[src/rtl/hazard_scoreboard.sv]
// hazard_scoreboard: pending-write scoreboard for long-latency GPR producers; holds issue on RAW/WAW/full.
// Optional saturating stall counter enabled by HAZARD_SCOREBOARD_STALL_CNT_EN.
module hazard_scoreboard #(
    parameter int REG_ADDR_W      = 5,
    parameter int MAX_OUTSTANDING = 4,
    parameter int CNT_W           = 3,
    localparam int NUM_REGS       = 2**REG_ADDR_W
) (
    input  logic                  clock,
    input  logic                  reset,
    input  logic                  issue_valid,
    input  logic [REG_ADDR_W-1:0] issue_rs,
    input  logic [REG_ADDR_W-1:0] issue_rt,
    input  logic                  issue_rs_use,
    input  logic                  issue_rt_use,
    input  logic [REG_ADDR_W-1:0] issue_dst,
    input  logic                  issue_long,
    output logic                  issue_ready,
    input  logic                  comp_valid,
    input  logic [REG_ADDR_W-1:0] comp_dst,
    input  logic                  flush,
    output logic                  stall,
    output logic                  stall_raw,
    output logic                  stall_waw,
    output logic                  stall_full,
    output logic [NUM_REGS-1:0]   pending,
    output logic [CNT_W-1:0]      pending_count,
    output logic                  busy,
    output logic                  comp_err,
    output logic [31:0]           stall_cycles
);
    logic [NUM_REGS-1:0] pending_q, pending_d, comp_oh, alloc_oh, eff;
    logic [CNT_W-1:0]    count_q, count_d;
    logic                comp_err_q, comp_err_d;
    logic                comp_hit, raw, waw, full, alloc, dst_nz;

    // eff bypasses a same-cycle write-back so dependents issue in the completion cycle
    always_comb begin
        comp_oh     = comp_valid ? NUM_REGS'(1) << comp_dst : '0;
        eff         = pending_q & ~comp_oh;
        comp_hit    = comp_valid & pending_q[comp_dst];
        dst_nz      = issue_dst != '0;
        raw         = (issue_rs_use & eff[issue_rs]) | (issue_rt_use & eff[issue_rt]);
        waw         = issue_long & dst_nz & eff[issue_dst];
        full        = issue_long & dst_nz & ((count_q - CNT_W'(comp_hit)) == CNT_W'(MAX_OUTSTANDING));
        issue_ready = ~flush & ~raw & ~waw & ~full;
        alloc       = issue_valid & issue_ready & issue_long & dst_nz;
        alloc_oh    = alloc ? NUM_REGS'(1) << issue_dst : '0;
        pending_d   = flush ? '0 : eff | alloc_oh;
        count_d     = flush ? '0 : count_q + CNT_W'(alloc) - CNT_W'(comp_hit);
        comp_err_d  = ~flush & comp_valid & ~comp_hit;
        stall       = issue_valid & ~issue_ready;
        stall_raw   = issue_valid & raw;
        stall_waw   = issue_valid & waw;
        stall_full  = issue_valid & full;
    end

    always_ff @(posedge clock or posedge reset) begin
        if (reset) begin
            pending_q  <= '0;
            count_q    <= '0;
            comp_err_q <= 1'b0;
        end else begin
            pending_q  <= pending_d;
            count_q    <= count_d;
            comp_err_q <= comp_err_d;
        end
    end

    assign pending       = pending_q;
    assign pending_count = count_q;
    assign busy          = count_q != '0;
    assign comp_err      = comp_err_q;

`ifdef HAZARD_SCOREBOARD_STALL_CNT_EN
    logic [31:0] stall_cnt_q, stall_cnt_d;
    always_comb stall_cnt_d = (stall && stall_cnt_q != '1) ? stall_cnt_q + 32'd1 : stall_cnt_q;
    always_ff @(posedge clock or posedge reset) begin
        if (reset) stall_cnt_q <= '0;
        else stall_cnt_q <= stall_cnt_d;
    end
    assign stall_cycles = stall_cnt_q;
`else
    assign stall_cycles = '0;
`endif
endmodule

[config.mk]
export PLATFORM = sky130hd
export DESIGN_NAME = hazard_scoreboard
export DESIGN_NICKNAME = d
export VERILOG_FILES = /design/src/rtl/hazard_scoreboard.sv
export SDC_FILE = /design/constraint.sdc
export NUM_CORES = 1
export LEC_CHECK = 0
export ABC_CLOCK_PERIOD_IN_PS = 5200
export BUFFER_PORTS_ARGS = -buffer_cell sky130_fd_sc_hd__buf_2
export CORE_UTILIZATION = 40
export CTS_CLUSTER_DIAMETER = 120
export DETAILED_ROUTE_END_ITERATION = 8
export REMOVE_ABC_BUFFERS = 1
export SYNTH_ARGS = -nofsm -noshare
export SYNTH_HDL_FRONTEND = slang
export SYNTH_SLANG_ARGS = --single-unit
[constraint.sdc]
create_clock -name clock -period 5.2 [get_ports clock]
set_input_delay 0.52 -clock clock [delete_from_list [all_inputs] [get_ports clock]]
set_output_delay 0.52 -clock clock [all_outputs]
set_load 0.02 [all_outputs]
==> summary.md, run 1 <==
| Metric | Value |
|---|---|
| Setup Fix Bufs, Post-CTS | `0` |
| Share of cells above drive strength 1 | `26.4%` |
| Seq/Total Area, Yosys | `about 22%` |
| Post-Route WL | `between 10,000 and 15,000 um` |
| Diodes inserted | `0` |
| Fin util | `a little under half` |
| Startpoint types | `input port` |
| Endpoints failing hold | `0` |
| Clk root buf | `clkbuf_8` |
| Commonest non-fill, non-tap cell in the layout | `buf_2` |
| Hold WC Path Type | `in2async` |
| Max VDD drop | `between 0.0001 and 0.00015 V` |
| Yosys warns | `0` |
| Clock transition at path regs | `roughly 0.07 ns` |
| CORE AREA | `about 0.0098 mm2` |
| Power Dens Cells | `~170 mW/mm2` |
| Largest family of logic cells by synthesized area | `compound AO/OA/AOI/OAI gates` |
| Global placer's final weighted congestion | `about 0.94` |
| Synth Area in Simple Gates | `23.2%` |
| Final worst slack | `a little under 0.7 ns` |
| Final #Nets | `542` |
| DRC Markers | `0` |
| Port Buf Inserts | `69` |
| Largest net degree at the start of global routing | `between 40 and 50` |
| Vias per cell | `6.30` |
| Synthesized flop and latch total | `36` |
| Row count | `36` |
| Final slew viol count | `0` |
| Fill count | `999` |
| Tcrit/Tclk final | `between 80% and 90%` |
| Slew @ Worst Pin | `around 0.96 ns` |
| Critical path fanouts, max | `16` |
| Storage element area | `901 um2` |
| Outcome | `complete, no violations` |
| Via Count | `slightly above 4,000` |
| Post-synthesis mux area share | `between 10% and 20%` |
| RSZ-0062 raised after global routing | `no` |
| Post-cts gate resize count | `0` |
| Worst Skew | `between 0.009 and 0.01 ns` |
| Avg Cell Area, Syn | `8.66 um2` |
| Ys async rst share | `100%` |
| EDFF count, synth | `0` |
| Drt pass-1 iters | `6` |
| DIE WIDTH | `~100 um` |
| Most frequent cells in the layout | `buf_2 (69), dfrtp_1 (36), nand2_1 (34), conb_1 (32), o21ai_0 (30)` |
| FMAX | `0.221 GHz` |
| GRT Total Usage | `28.1%` |
| Synthesized area | `0.00404 mm2` |
| Starting DRC count in detailed routing | `roughly 550` |
| Worst Setup Path Type | `in2reg` |
| Initial antenna violation count | `0` |
| GRT overflow | `0` |
| Post-route ant nets | `0` |
| CTS Buf Count | `5` |
| HPWL after DPL | `between 10,000 and 15,000 um` |
| Multi-input logic area | `0.00278 mm2` |
| WL/cell | `around 22 um` |
| XOR/XNOR Fraction of Synth Area | `under 10%` |
| Hold_buf cts | `0` |
| R2r setup slk | `about 0.8 ns` |
| Setup tns final | `0 ns` |
| TritonCTS clock tree | `yes` |
| Max-Slew Margin vs Limit | `a little over a third` |
| Crit path DAT | `4.67 ns` |
| Number of top-level pins | `102` |
| Leak Pwr | `around 0.0019 uW` |
| Clock latency on the worst-skew pair | `0.30 ns` |
| Number of global-route vias before repair | `roughly 3,800` |
| Clk buf depth | `2` |
| Initial cell density of the core | `41.3%` |
| Cells after Synth | `roughly 470` |
| Synth-to-Final Area Change | `9.74%` |
| Req. time, crit path | `between 5 and 6 ns` |
| Post-synthesis compound-gate area fraction | `25.4%` |
| Max-Cap Viols | `0` |
| Synth cell types | `74` |
| Die Area | `roughly 0.010 mm2` |
| Crit path time final | `about 4.5 ns` |
| Htree depth | `2` |
| Die Height | `roughly 100 um` |
| Sink Count | `36` |
| Post-Place Setup Slack | `between 0.3 and 0.4 ns` |
| Post-synthesis adder-cell area fraction | `approximately 1.4%` |
| Crit end category | `flop` |
| Endpoints failing setup | `0` |
| Main synth FF type | `dfrtp_1` |
| Global-route wire length before repair | `approximately 22,000 um` |
-- cell usage after synthesis (6+ instances only) --
library cell / instances / share of area, %
buf_2: 13 / 1.6
buf_4: 35 / 6.5
clkbuf_1: 19 / 1.8
dfrtp_1: 36 / 22
inv_1: 12 / 1.1
mux2i_1: 26 / 6.4
mux4_2: 11 / 6.1
nand2_1: 34 / 3.2
nand3_1: 8 / 0.99
nand3b_1: 7 / 1.3
nor2_1: 18 / 1.7
nor2b_1: 17 / 2.6
nor3_1: 13 / 1.6
o211ai_1: 6 / 1.1
o21ai_0: 30 / 3.7
o21ai_1: 6 / 0.74
o22ai_1: 9 / 1.4
o31ai_1: 17 / 3.2
o41ai_1: 10 / 2.2
or2_2: 17 / 2.6
-- critical path: stages --
cell,delay (ns)
buf_2,0.34
mux4_2,0.56
mux4_2,0.48
mux2i_1,0.15
nor2b_1,0.12
ha_1,0.21
xor2_1,0.14
nand3b_1,0.16
nand2b_1,0.11
a2111oi_4,0.32
nor2_2,0.08
or3_1,0.32
ha_1,0.29
inv_1,0.05
ha_1,0.13
inv_1,0.05
fa_1,0.40
xnor2_1,0.17
nor2_1,0.05
-- state kept, by name (all words and copies together), names as in the netlist --
register	cells
comp_err	1
pending	32
pending_count	3
-- final timing paths --
path,end,from,depth (start not counted)
worst min register to register,pending_count[0]$_DFF_PP0_,pending_count[0]$_DFF_PP0_,2
max in group asynchronous,pending[9]$_DFF_PP0_,reset,3
min in group clock,pending[4]$_DFF_PP0_,issue_dst[2],3
worst max-delay path,pending_count[2]$_DFF_PP0_,comp_dst[0],19
worst min-delay path,pending[4]$_DFF_PP0_,reset,3
worst max register to register,pending_count[2]$_DFF_PP0_,pending[31]$_DFF_PP0_,18
-- through the flow --
stage	std cells	instance area (um2)	power, uW	hold slack [ns]
after global routing	644	4430	779	0.392
final	644	4430	749	0.326
after floorplan	426	3730	395	0.586
after detailed placement	636	4300	477	0.655
after CTS	644	4430	749	0.340
after global placement	636	4300	475	0.651
-- where the power goes --
| group | internal, uW | total, uW | switching (uW) |
|---|---|---|---|
| registers | 282 | 286 | 3.88 |
| clock network | 169 | 274 | 105 |
| logic | 51.6 | 189 | 137 |
-- final cells by class --
type | count | share of cell area, %
repair buffers | 77 | 9.16
multi-input cells | 378 | 62.9
clock inverters | 1 | 0.678
clock buffers | 7 | 2.18
flip-flops and latches | 36 | 20.3
well taps | 133 | 3.76
inverters | 12 | 1.02
-- cell families after synthesis --
logic type      count (synthesis)
mux                            44
compound gates                133
flops                          36
buf+inv                        83
fa+ha+maj                       4
other cells                     1
simple gates                  158
xor+xnor                        7
-- metal layers --
layer | track usage [%] | vias up | routed length [um]
met3 | 4.51 | 45 | 1310
met1 | 37.8 | 1958 | 5770
met4 | 15.3 | 0 | 581
met5 | 0 | - | 0
li1 | - | 1792 | -
met2 | 42.9 | 264 | 6670
(Power assumes the default switching activity.)
==> run 2, diff against run 1 <==
--- a/config.mk
+++ b/config.mk
@@ -5,6 +5,7 @@
 export SDC_FILE = /design/constraint.sdc
 export NUM_CORES = 1
 export LEC_CHECK = 0
+export ABC_AREA = 1
 export ABC_CLOCK_PERIOD_IN_PS = 5200
 export BUFFER_PORTS_ARGS = -buffer_cell sky130_fd_sc_hd__buf_2
 export CORE_UTILIZATION = 40
==> summary.md, run 2 <==
| Metric | Value |
|---|---|
| Worst flop-to-flop path startpoint | `pending[20]$_DFF_PP0_` |
| Outcome | `complete, no violations` |
| Critical path fanouts, max | `33 (+17)` |
| Post-route ant nets | `0 (unchanged)` |
| Die Height | `100 um (-2.4%)` |
| Row count | `35 (-2.8%)` |
| Ys async rst share | `100% (unchanged)` |
| Setup tns final | `0 ns (unchanged)` |
| Crit path DAT | `3.41 ns (-1.26 ns)` |
| DRC Markers | `0 (unchanged)` |
| Largest net degree at the start of global routing | `38 (-17%)` |
| GRT overflow | `0 (unchanged)` |
| Max-Slew Margin vs Limit | `51.4% (+16 points)` |
| Max VDD drop | `0.0000760 V (-43%)` |
| Endpoints failing hold | `0 (unchanged)` |
| CORE AREA | `0.00928 mm2 (-5.0%)` |
| Drt pass-1 iters | `5 (-1)` |
| Port Buf Inserts | `69 (unchanged)` |
| Synth cell types | `34 (-54%)` |
| Diodes inserted | `0 (unchanged)` |
| Tcrit/Tclk final | `75.5% (-11 points)` |
| GRT met2 Usage | `46.5% (+3.5 points)` |
| CTS Buf Count | `5 (unchanged)` |
| Leak Pwr | `0.00190 uW (+2.7%)` |
| Most frequent cells after synthesis | `nand3_1 (151), nand2_1 (122), nor2_1 (52)` |
| HPWL after DPL | `10,800 um (+4.9%)` |
| GRT Total Usage | `30.4% (+2.4 points)` |
| Number of global-route vias before repair | `4,187 (+10%)` |
| DIE WIDTH | `100 um (-2.4%)` |
| Initial antenna violation count | `0 (unchanged)` |
| Hold WC Path Type | `in2async` |
| Clk buf depth | `2 (unchanged)` |
| Largest register FFs | `32 (unchanged)` |
| RSZ-0062 raised after global routing | `no` |
| Hold_buf cts | `0 (unchanged)` |
| Most common cell in the netlist | `nand3_1` |
| Avg Cell Area, Syn | `6.42 um2 (-26%)` |
| R2r setup slk | `1.79 ns (+0.97 ns)` |
| Worst Setup Path Type | `in2out` |
| Power Dens Cells | `180 mW/mm2 (+6.4%)` |
| Die Area | `0.0100 mm2 (-4.7%)` |
| Sink Count | `36 (unchanged)` |
| Initial cell density of the core | `41.4% (+0.092 points)` |
| Most frequent cells in the layout | `nand3_1 (151), nand2_1 (122), buf_2 (69), nor2_1 (51), a21oi_1 (44)` |
| FF-to-FF path depth | `19 (+1)` |
| Starting DRC count in detailed routing | `386 (-30%)` |
| Crit path time final | `3.93 ns (-0.593 ns)` |
| Clock latency on the worst-skew pair | `0.29 ns (about the same)` |
| WL/cell | `19.0 um (-15%)` |
| Final #Nets | `678 (+25%)` |
| Share of cells above drive strength 1 | `19.6% (-6.8 points)` |
| Top cells by area, synth | `dfrtp_1 (23%), nand3_1 (20%), nand2_1 (12%), nand3_2 (7.3%), buf_4 (6.8%)` |
| TritonCTS clock tree | `yes` |
| Worst r2r dst | `pending_count[2]$_DFF_PP0_` |
| Worst Skew | `0.00970 ns (+0.000127 ns)` |
| Final slew viol count | `0 (unchanged)` |
| Synthesized area | `0.00384 mm2 (-4.8%)` |
| Most heavily used metal layer in global routing | `met2` |
| Global-route wire length before repair | `23,100 um (+6.6%)` |
| Synth top area share | `23.5% (+1.1 points)` |
| Htree depth | `2 (unchanged)` |
| Vias per cell | `5.78 (-8.2%)` |
| GR Util met1 | `42.7% (+4.9 points)` |
| Inst Count DP | `768 (+21%)` |
| Req. time, crit path | `4.68 ns (-0.67 ns)` |
| Endpoints failing setup | `0 (unchanged)` |
| Commonest non-fill, non-tap cell in the layout | `nand3_1` |
| Synth-to-Final Area Change | `9.02%` |
| Number of top-level pins | `102 (unchanged)` |
| EDFF count, synth | `0 (unchanged)` |
| Met3 usage | `5.57% (+1.1 points)` |
| Via Count | `4,489 (+11%)` |
| FMAX | `0.255 GHz (+15%)` |
| Yosys warns | `0 (unchanged)` |
| Post-Route WL | `14,800 um (+2.9%)` |
| Global placer's final weighted congestion | `0.988 (+5.5%)` |
| Area leader, netlist | `dfrtp_1` |
| Slew @ Worst Pin | `0.730 ns (-0.232 ns)` |
| Setup Fix Bufs, Post-CTS | `0 (unchanged)` |
| Clk root buf | `clkbuf_8` |
| Synthesized flop and latch total | `36 (unchanged)` |
| Seq/Total Area, Yosys | `23.5% (+1.1 points)` |
| Main synth FF type | `dfrtp_1` |
| Cells after Synth | `598 (+28%)` |
| Post-cts gate resize count | `0 (unchanged)` |
| Startpoint types | `input port` |
| Clock transition at path regs | `0.07 ns (about the same)` |
| Post-Layout Cell Count | `776 (+20%)` |
| Pwr Total | `754 uW (+0.61%)` |
| Max-Cap Viols | `0 (unchanged)` |
| Crit end category | `output pin` |
==> run 2: area by class of cell <==
type / instances / area [um2]
Fill cell: 1029 / 5100
Multi-Input combinational cell: 488 / 2490
Sequential cell: 36 / 901
Timing Repair Buffer: 75 / 390
Tap cell: 129 / 161
Inverter: 40 / 150
Clock buffer: 6 / 82.6
Clock inverter: 2 / 10.0
==> run 2: routing by layer <==
metal,vias up,wire length (um)
li1,2069,-
met1,2072,6360
met2,314,6410
met3,34,1520
met4,0,457
met5,-,0
==> run 2: worst max path at each step <==
stage / start / to
3_3_place_gp: comp_dst[0] / pending_count[2]$_DFF_PP0_
2_1_floorplan: issue_dst[4] / pending_count[2]$_DFF_PP0_
3_5_place_dp: comp_dst[1] / pending_count[2]$_DFF_PP0_
5_1_grt: comp_dst[1] / issue_ready
4_1_cts: comp_dst[1] / issue_ready
6_report: comp_dst[1] / issue_ready
==> run 2: cell families (layout without fill, tap and decap cells) <==
kind of cell | after synthesis | in the layout | share of synthesized area (%)
AND/OR/NAND/NOR | 386 | 386 | 50.4
adder cells (fa/ha/maj) | 4 | 4 | 1.50
flip-flops | 36 | 36 | 23.5
AO/OA/AOI/OAI | 64 | 64 | 9.25
XOR/XNOR | 2 | 2 | 0.456
buffers and inverters | 105 | 123 | 14.9
other | 1 | 32 | 0.0976
==> run 2: power breakdown <==
| part | internal [uW] | leakage, uW | switching (uW) |
|---|---|---|---|
| sequential | 285 | 0.000500 | 6.59 |
| combinational | 59.9 | 0.00135 | 188 |
| clock | 106 | 0.0000510 | 109 |
| total | 451 | 0.00190 | 303 |
==> run 2: stage by stage <==
stage | setup WS, ns | hold WS, ns | utilization, % | cell area [um2]
after floorplan | 1.03 | 0.583 | - | 3540
after global placement | 1.35 | 0.620 | 44.1 | 4100
after detailed placement | 1.21 | 0.606 | 44.1 | 4100
after CTS | 1.30 | 0.349 | 45.1 | 4190
after global routing | 1.07 | 0.374 | 45.1 | 4190
final | 1.27 | 0.327 | 45.1 | 4190
==> run 2: critical path: stages <==
cell and delay [ns]:
buf_2 0.14, inv_1 0.07, nand2_1 0.09, inv_1 0.26, a22oi_1 0.12, a31oi_1 0.19, o21ai_0 0.12, a21oi_1 0.15
a21o_1 0.17, ha_1 0.25, nand3b_1 0.11, nor2_1 0.05, a21oi_1 0.19, nand2_2 0.13, nor2_8 0.12, buf_4 0.43
buf_2 0.26
